--- src/rtl/dense_pkg.sv ---
// dense_pkg: shared state encoding, activation codes and width helpers for the dense layer.
package dense_pkg;
    typedef enum logic [1:0] {IDLE, MAC, DRAIN, DONE} state_t;
    localparam int ACT_NONE = 0;
    localparam int ACT_RELU = 1;
    function automatic int clog2(input int v);
        int r = 0;
        while ((1 << r) < v) r++;
        return r;
    endfunction
    // Wide enough for N_IN full products plus the shifted bias without wrapping.
    function automatic int acc_width(input int bitsize, input int n_in);
        return 2 * bitsize + clog2(n_in + 1) + 1;
    endfunction
endpackage

--- src/rtl/fxp_requant.sv ---
// fxp_requant: floor shift by FRAC, saturate to BITSIZE and optional ReLU.
module fxp_requant import dense_pkg::*; #(
    parameter int BITSIZE = 16,
    parameter int FRAC = 8,
    parameter int ACT = ACT_RELU,
    parameter int ACC_W = 37
) (
    input  logic signed [ACC_W-1:0] acc,
    output logic [BITSIZE-1:0]      y
);
    localparam logic signed [ACC_W-1:0] MAX = {{(ACC_W-BITSIZE+1){1'b0}}, {(BITSIZE-1){1'b1}}};
    localparam logic signed [ACC_W-1:0] MIN = {{(ACC_W-BITSIZE+1){1'b1}}, {(BITSIZE-1){1'b0}}};
    logic signed [ACC_W-1:0] sh;
    logic [BITSIZE-1:0] sat;
    always_comb begin
        sh = acc >>> FRAC;
        sat = sh > MAX ? MAX[BITSIZE-1:0] : sh < MIN ? MIN[BITSIZE-1:0] : sh[BITSIZE-1:0];
        y = (ACT == ACT_RELU && sat[BITSIZE-1]) ? '0 : sat;
    end
endmodule

--- src/rtl/dense_layer_seq.sv ---
// dense_layer_seq: time-multiplexed N_IN x N_OUT fully-connected layer with one shared MAC
// and weights/bias streamed from a registered single-port ROM.
module dense_layer_seq import dense_pkg::*; #(
    parameter int BITSIZE = 16,
    parameter int FRAC = 8,
    parameter int N_IN = 10,
    parameter int N_OUT = 92,
    parameter int ACT = ACT_RELU,
    parameter int AW = clog2(N_OUT * (N_IN + 1))
) (
    input  logic                     clk,
    input  logic                     reset,
    input  logic                     start,
    input  logic [BITSIZE*N_IN-1:0]  x,
    output logic [AW-1:0]            w_addr,
    input  logic [BITSIZE-1:0]       w_data,
    output logic [BITSIZE*N_OUT-1:0] y,
    output logic                     busy,
    output logic                     done
);
    localparam int ACC_W = acc_width(BITSIZE, N_IN);
    localparam int KW = clog2(N_IN + 1);
    localparam int JW = clog2(N_OUT + 1);
    state_t state;
    logic [KW-1:0] k;
    logic [JW-1:0] j;
    logic [BITSIZE*N_IN-1:0] x_q;
    logic signed [ACC_W-1:0] acc, term, acc_next;
    logic signed [BITSIZE-1:0] xi, wd;
    logic signed [2*BITSIZE-1:0] prod;
    logic [BITSIZE-1:0] res;
    int idx;
    // ROM data lags the address by one cycle: MAC step k consumes word k-1, DRAIN consumes the bias.
    always_comb begin
        idx = (k == '0) ? 0 : int'(k) - 1;
        xi = x_q[BITSIZE*idx +: BITSIZE];
        wd = w_data;
        prod = xi * wd;
        term = (state == DRAIN) ? (ACC_W'(wd) <<< FRAC) : ACC_W'(prod);
        acc_next = acc + term;
    end
    fxp_requant #(.BITSIZE(BITSIZE), .FRAC(FRAC), .ACT(ACT), .ACC_W(ACC_W)) u_requant (
        .acc(acc_next),
        .y(res)
    );
    always_ff @(posedge clk or negedge reset) begin
        if (!reset) begin
            state <= IDLE;
            k <= '0;
            j <= '0;
            x_q <= '0;
            acc <= '0;
            w_addr <= '0;
            y <= '0;
            busy <= 1'b0;
            done <= 1'b0;
        end else begin
            done <= 1'b0;
            case (state)
                IDLE: if (start) begin
                    x_q <= x;
                    w_addr <= '0;
                    acc <= '0;
                    k <= '0;
                    j <= '0;
                    busy <= 1'b1;
                    state <= MAC;
                end
                MAC: begin
                    w_addr <= w_addr + 1'b1;
                    if (k != '0) acc <= acc_next;
                    k <= (k == KW'(N_IN)) ? '0 : k + 1'b1;
                    state <= (k == KW'(N_IN)) ? DRAIN : MAC;
                end
                DRAIN: begin
                    y[BITSIZE*j +: BITSIZE] <= res;
                    acc <= '0;
                    j <= j + 1'b1;
                    state <= (j == JW'(N_OUT - 1)) ? DONE : MAC;
                end
                default: begin
                    done <= 1'b1;
                    busy <= 1'b0;
                    state <= IDLE;
                end
            endcase
        end
    end
endmodule

--- config.mk ---
export PLATFORM = sky130hd
export DESIGN_NAME = dense_layer_seq
export DESIGN_NICKNAME = d
export VERILOG_FILES = /design/src/rtl/dense_pkg.sv /design/src/rtl/fxp_requant.sv /design/src/rtl/dense_layer_seq.sv
export SDC_FILE = /design/constraint.sdc
export NUM_CORES = 2
export LEC_CHECK = 0
export CORE_AREA = 2 2 657 659
export CTS_CLUSTER_SIZE = 28
export DETAILED_ROUTE_END_ITERATION = 12
export DIE_AREA = 0 0 659 661
export DONT_BUFFER_PORTS = 1
export PLACE_DENSITY = 0.44
export SYNTH_ARGS = -nofsm -noshare
export SYNTH_HDL_FRONTEND = slang
export SYNTH_HIERARCHICAL = 1
export SYNTH_SLANG_ARGS = --single-unit
--- constraint.sdc ---
create_clock -name clk -period 19.2 [get_ports clk]
set_input_delay 2.88 -clock clk [delete_from_list [all_inputs] [get_ports clk]]
set_output_delay 2.88 -clock clk [all_outputs]
set_load 0.05 [all_outputs]
# Word-level counts from Yosys, hierarchy flattened
# Cells that the tools add are included.
dict set report classes {
  addsub 6
  n_mul 1
  order_cmp 2
  eq_ne 6
  shift 3
  muxes 23
  bitwise 1
  n_reduce_logical 13
}
# op count
set op_table {}
lappend op_table {{$bwmux 1472} 1}
lappend op_table {{$shift 16x34->1472 const A} 1}
lappend op_table {{$shiftx 16x34->1472} 1}
lappend op_table {{$shiftx 160x32->16} 1}
lappend op_table {{$mux 37} 3}
lappend op_table {{$pmux 37 s3} 1}
lappend op_table {{$add 37x37->37} 1}
lappend op_table {{$neg 11->34} 1}
lappend op_table {{$mul 16x16->32} 1}
lappend op_table {{$mux 16} 2}
lappend op_table {{$gt 29x16->1 const B} 1}
lappend op_table {{$lt 29x16->1 const B} 1}
lappend op_table {{$mux 28} 1}
lappend op_table {{$pmux 10 s2} 1}
lappend op_table {{$mux 15} 1}
lappend op_table {{$pmux 7 s2} 1}
lappend op_table {{$add 10x1->10 const B} 1}
lappend op_table {{$mux 10} 1}
lappend op_table {{$mux 4} 2}
lappend op_table {{$pmux 4 s2} 1}
lappend op_table {{$reduce_and 2->1} 4}
lappend op_table {{$add 7x1->7 const B} 1}
lappend op_table {{$eq 7x7->1 const B} 1}
lappend op_table {{$mux 7} 1}
lappend op_table {{19 further kinds} 24}
dict set report word_totals {
  regBits 1694
  input_bits 179
  output_inout_bits 1484
  elab_cells 64
}

# Longest topological paths before layout
dict set report depth {
  word_depth 12
  depth_mapped 53
}

# Modules after synthesis
# The synthesis kept the hierarchy.
# module n_inst cells_each area_each_um2 seq_area_each_um2
set by_module_without_submodules {}
lappend by_module_without_submodules {dense_layer_seq 1 8015 79939.2 42390.7}
lappend by_module_without_submodules {fxp_requant 1 42 330.3 0.0}

# Worst setup path after synthesis
# No wires, ideal clock.
dict set report synth_path {
  path_kind {input port to flip-flop}
  from {input w_data[7]}
  to {register y[1132]}
  setup_time_ns 0.083
  t_arrival_ns 11.489
  required_ns 19.117
  path_slack_ns 7.629
  stages 41
  path_buffers 6
  cell_sequence {buf_1 clkbuf_1 nand2_1 fa_1 inv_1 fa_1 inv_1 fa_1 inv_1 fa_1 fa_1 inv_1 fa_1 inv_1 ha_1 a21o_1 a211oi_1 o21ai_1 [5 not listed] ha_1 a2111oi_0 o21ai_0 a21oi_1 o211ai_1 o21ai_0 o21ai_0 a31oi_1 xnor3_1 inv_1 buf_2 nor4_4 buf_6 a41oi_1 clkbuf_1 clkbuf_1 nand2_1 o21ai_0}
}
dict set report synth_between {
  elab_chain_len 9
}
# element line
set synth_lines {}
lappend synth_lines {{from (decl)} dense_layer_seq.sv:16} ;# input logic [BITSIZE-1:0] w_data,
lappend synth_lines {{$mul 16x16->32} dense_layer_seq.sv:38} ;# prod = xi * wd;
lappend synth_lines {{$mux 37 *} dense_layer_seq.sv:39} ;# term = (state == DRAIN) ? (ACC_W'(wd) <<< FRAC) : ACC_W'(prod);
lappend synth_lines {{$add 37x37->37 *} dense_layer_seq.sv:40} ;# acc_next = acc + term;
lappend synth_lines {{net acc_next[36]} dense_layer_seq.sv:28} ;# logic signed [ACC_W-1:0] acc, term, acc_next;
lappend synth_lines {{$lt 29x16->1} fxp_requant.sv:17} ;# sat = sh > MAX ? MAX[BITSIZE-1:0] : sh < MIN ? MIN[BITSIZE-1:0] : sh[BITSIZE-1:0];
lappend synth_lines {{$mux 16} fxp_requant.sv:17}
lappend synth_lines {{$mux 16 *} fxp_requant.sv:17}
lappend synth_lines {{$mux 15 *} fxp_requant.sv:18} ;# y = (ACT == ACT_RELU && sat[BITSIZE-1]) ? '0 : sat;
lappend synth_lines {{net res[12]} dense_layer_seq.sv:31} ;# logic [BITSIZE-1:0] res;
lappend synth_lines {{$shiftx 16x34->1472 *} dense_layer_seq.sv:76} ;# y[BITSIZE*j +: BITSIZE] <= res;
lappend synth_lines {{$bwmux 1472 *} dense_layer_seq.sv:76}
lappend synth_lines {{to (signal, indexed assignment)} dense_layer_seq.sv:76}
lappend synth_lines {{to (decl)} dense_layer_seq.sv:17} ;# output logic [BITSIZE*N_OUT-1:0] y,
# The timed path passes the listed nets; every way through them passes the cells marked *.
# A chain may end at the register's enable or synchronous reset.

# Final worst setup path
dict set report layout_path {
  from {register k[0]}
  to {register y[641]}
}
dict set report layout_between {
  elab_chain_len 12
}
# element line
set layout_lines {}
lappend layout_lines {{from (decl)} dense_layer_seq.sv:25} ;# logic [KW-1:0] k;
lappend layout_lines {{from (signal assigned)} dense_layer_seq.sv:72} ;# k <= (k == KW'(N_IN)) ? '0 : k + 1'b1;
lappend layout_lines {{$sub 4x1->5 or $logic_not 4->1 (tied branches)} dense_layer_seq.sv:35} ;# idx = (k == '0) ? 0 : int'(k) - 1;
lappend layout_lines {{$mux 28 *} dense_layer_seq.sv:35}
lappend layout_lines {{$shiftx 160x32->16 *} dense_layer_seq.sv:36} ;# xi = x_q[BITSIZE*idx +: BITSIZE];
lappend layout_lines {{$mul 16x16->32 *} dense_layer_seq.sv:38}
lappend layout_lines {{$mux 37 *} dense_layer_seq.sv:39}
lappend layout_lines {{$add 37x37->37 *} dense_layer_seq.sv:40}
lappend layout_lines {{net acc_next[36]} dense_layer_seq.sv:28}
lappend layout_lines {{$lt 29x16->1} fxp_requant.sv:17}
lappend layout_lines {{$mux 16} fxp_requant.sv:17}
lappend layout_lines {{$mux 16 *} fxp_requant.sv:17}
lappend layout_lines {{$mux 15 *} fxp_requant.sv:18}
lappend layout_lines {{net res[1]} dense_layer_seq.sv:31}
lappend layout_lines {{$shiftx 16x34->1472 *} dense_layer_seq.sv:76}
lappend layout_lines {{$bwmux 1472 *} dense_layer_seq.sv:76}
# Marks and branches as above.

==> results.md <==
- Yosys cell types: 86
- Vias: 58267
- Final worst path period need: 13.77 ns
- CP delay by family, top: compound AO/OA/AOI/OAI gates
- Via-per-instance ratio: 4.238
- WL final: 374.6 mm
- Crit path capture type: flop
- Final ANT Viol Nets: 0
- Worst Max-Slew Pin Slew: 1.364 ns
- CP Launch Type: flop
- Synth Area per Inst: 9.963 µm²
- Slew Limit Fails: 0
- Initial core utilization: 0.1871
- Sequential fraction of the synthesis area: 0.5281
- Inserted Clock Buffers: 201
- Layout net count: 8420
- Cell Area, Placed: 0.08718 mm²
- Rel. slew slack: 0.09048
- Setup_tns: 0 ns
- HPWL Detailed: 263.8 mm
- Final Cell Area: 0.09399 mm²
- TritonCTS clock tree: built
- Met3 Use GR: 0.04377
- Syn_nets: 8626
- Worst-Skew Late Latency: 0.97 ns
- Reg clk slew, reported paths: 0.07 ns
- Quantity of I/O buffers inserted on ports: 0
- Layout cells sized above 1: 0.1517
- Top_reg_cell synth: dfrtp_1
- Core area: 0.4291 mm²
- Ys Warns: 6
- Wire length per cell: 27.25 µm
- Final setup fails: 0
- Final Hold Viols: 0
- Antenna violations before repair: 43
- Detailed Route Iter0 Violations: 4601
- Hold crit path type: flop to flop
- Drt pass-1 iters: 5
- Post-route DRC: 0
- H-tree depth: 4
- Met2 usage: 0.2828
- Unrepaired setup endpoints after global routing: no
- Fin cells: 13748
- Hold wc startpoint: acc[36]
- GR peak layer: met2
- IO Pins: 1663
- Final GP Congestion: 0.8214
- Maximum fanout along the worst path: 34
- Global route overflow: 0
- Setup Fix Bufs, Post-CTS: 0
- Vias in the first global route: 57161
- CP max stage cell: a41oi_4
- Layout area overhead: 17.10%
- R2R Path Start: k[0]
- Clock Sinks: 1694
- Die ar.: 0.4356 mm²
- CP Launch Point: k[0]
- Crit path kind: flop to flop
- Die width: 659 µm
- Total GRT Usage: 0.1651
- Synth Register Bits: 1694
- Met1 GRT Util: 0.1978
- Buffer and inverter count on the worst path: 12
- Highest clock rate: 0.07263 GHz
- Placed Cells: 13357
- CTS Buffer Depth: 4
- Setup Skew: 0.1407 ns
- Crit path largest cell delay: 0.73 ns
- Max-cap violations: 0
- Post-synth EDFFs: 0
- Post_cts resized: 0
- Synthesized area: 0.08027 mm²
- Mapped Cells: 8057
- Die Height: 661 µm
- Hold bufs inserted after CTS: 0
- Largest net degree at the start of global routing: 241
- Tcrit/Tclk final: 0.7171
- Post-synth ARST share: 1.000
- Root Driver: clkbuf_16
- Placement Rows: 241
- Outcome: completed
- Critical path arrival: 14.54 ns
- Critical Path RT: 19.97 ns
- First-pass GRT wire length: 505.9 mm
==> registers in the layout (all words and copies together) (netlist names) <==
signal / flops
y: 1472
state: 2
acc: 37
done: 1
j: 7
k: 4
busy: 1
w_addr: 10
x_q: 160
==> kinds of logic after synthesis <==
kind of cell / count (synthesis) / synth area share
AO/OA/AOI/OAI: 1437 / 0.09713
XOR/XNOR: 72 / 0.008027
adder cells (fa/ha/maj): 390 / 0.08539
buffers and inverters: 906 / 0.04472
flip-flops: 1694 / 0.5281
multiplexers: 613 / 0.08595
other: 1 / 0.00004672
AND/OR/NAND/NOR: 2944 / 0.1506
==> synth_stat cells, drive strengths merged (4+ instances only) <==
library cell,count,area (µm²)
mux2,610,6869
xor2,30,262.8
nor2b,16,107.6
nor2,182,757.0
and3,9,56.30
or2,5,36.29
buf,78,481.7
a2111oi,4,60.06
a22o,32,280.3
inv,315,1182
o21ai,1134,5679
ha,127,1589
fa,263,5265
a211oi,11,87.58
nand4,10,62.56
o21a,11,83.83
and2,141,882.1
nand3,65,405.4
a21o,25,187.7
dfrtp,1694,42390
nor4,8,110.1
o211ai,4,30.03
o21bai,6,45.04
a211o,6,52.55
or3,9,61.31
a21oi,105,536.8
a41oi,16,140.1
a31oi,39,244.0
nor3,35,185.2
xnor2,41,359.1
nand2b,25,163.9
nand3b,5,41.29
clkbuf,513,1926
o31ai,11,87.58
a22oi,16,120.1
nand2,2426,9156
==> worst paths after layout <==
kind | to | slack (ns) | depth (start not counted)
min in group asynchronous | y[137] | 1.72 | 0
max in group asynchronous | y[775] | 13.11 | 4
worst max-delay path | y[641] | 5.43 | 49
worst min-delay path | acc[36] | 0.49 | 2
worst min register to register | acc[36] | 0.49 | 2
worst max register to register | y[641] | 5.43 | 49
==> metrics by stage <==
step	util	setup slack [ns]	hold slack (ns)
detailed placement	0.2032	5.333	0.4814
global route	0.2189	4.349	0.5052
floorplan	-	7.629	0.4503
global placement	0.2032	5.350	0.4692
CTS	0.2188	5.392	0.4952
finish	0.2191	5.431	0.4904
==> layer usage <==
| metal | wire, µm | share of wire |
|---|---|---|
| met2 | 183700 | 0.49 |
| met4 | 14570 | 0.039 |
| met1 | 149100 | 0.40 |
| met3 | 27170 | 0.073 |
| met5 | 0 | 0 |
==> layout by cell type, fill, tap and decap left out, drive strengths merged, types with 8 or more instances in the layout <==
cell type	count
nand2	2426
dfrtp	1694
o21ai	1134
mux2	610
inv	327
clkbuf	305
fa	263
buf	182
nor2	182
and2	141
ha	127
a21oi	105
nand3	65
xnor2	41
a31oi	39
nor3	35
a22o	32
diode	30
xor2	30
clkinv	28
a21o	25
nand2b	25
a22oi	16
a41oi	16
nor2b	16
bufinv	13
o21a	11
a211oi	11
o31ai	11
nand4	10
and3	9
or3	9
nor4	8
==> worst reg2reg max path, delay by kind of cell (launching register included) <==
| family | cells | cell delay [ns] |
|---|---|---|
| multiplexers | 1 | 0.26 |
| flip-flops | 1 | 0.66 |
| AO/OA/AOI/OAI | 22 | 5.10 |
| buffers and inverters | 12 | 3.23 |
| XOR/XNOR | 2 | 0.35 |
| AND/OR/NAND/NOR | 4 | 0.49 |
| adder cells (fa/ha/maj) | 8 | 3.55 |
==> area by class of cell <==
class	instances	area [µm²]
Antenna cell	30	75.07
Sequential cell	1694	42390
Multi-Input combinational cell	5457	34900
Tap cell	5710	7144
Clock inverter	55	783.3
Clock buffer	305	5923
Timing Repair Buffer	182	1597
Fill cell	46608	335100
Inverter	315	1182
Power is not shown: default switching activity piles up to over one toggle a cycle in this logic, so the estimate is an artifact.
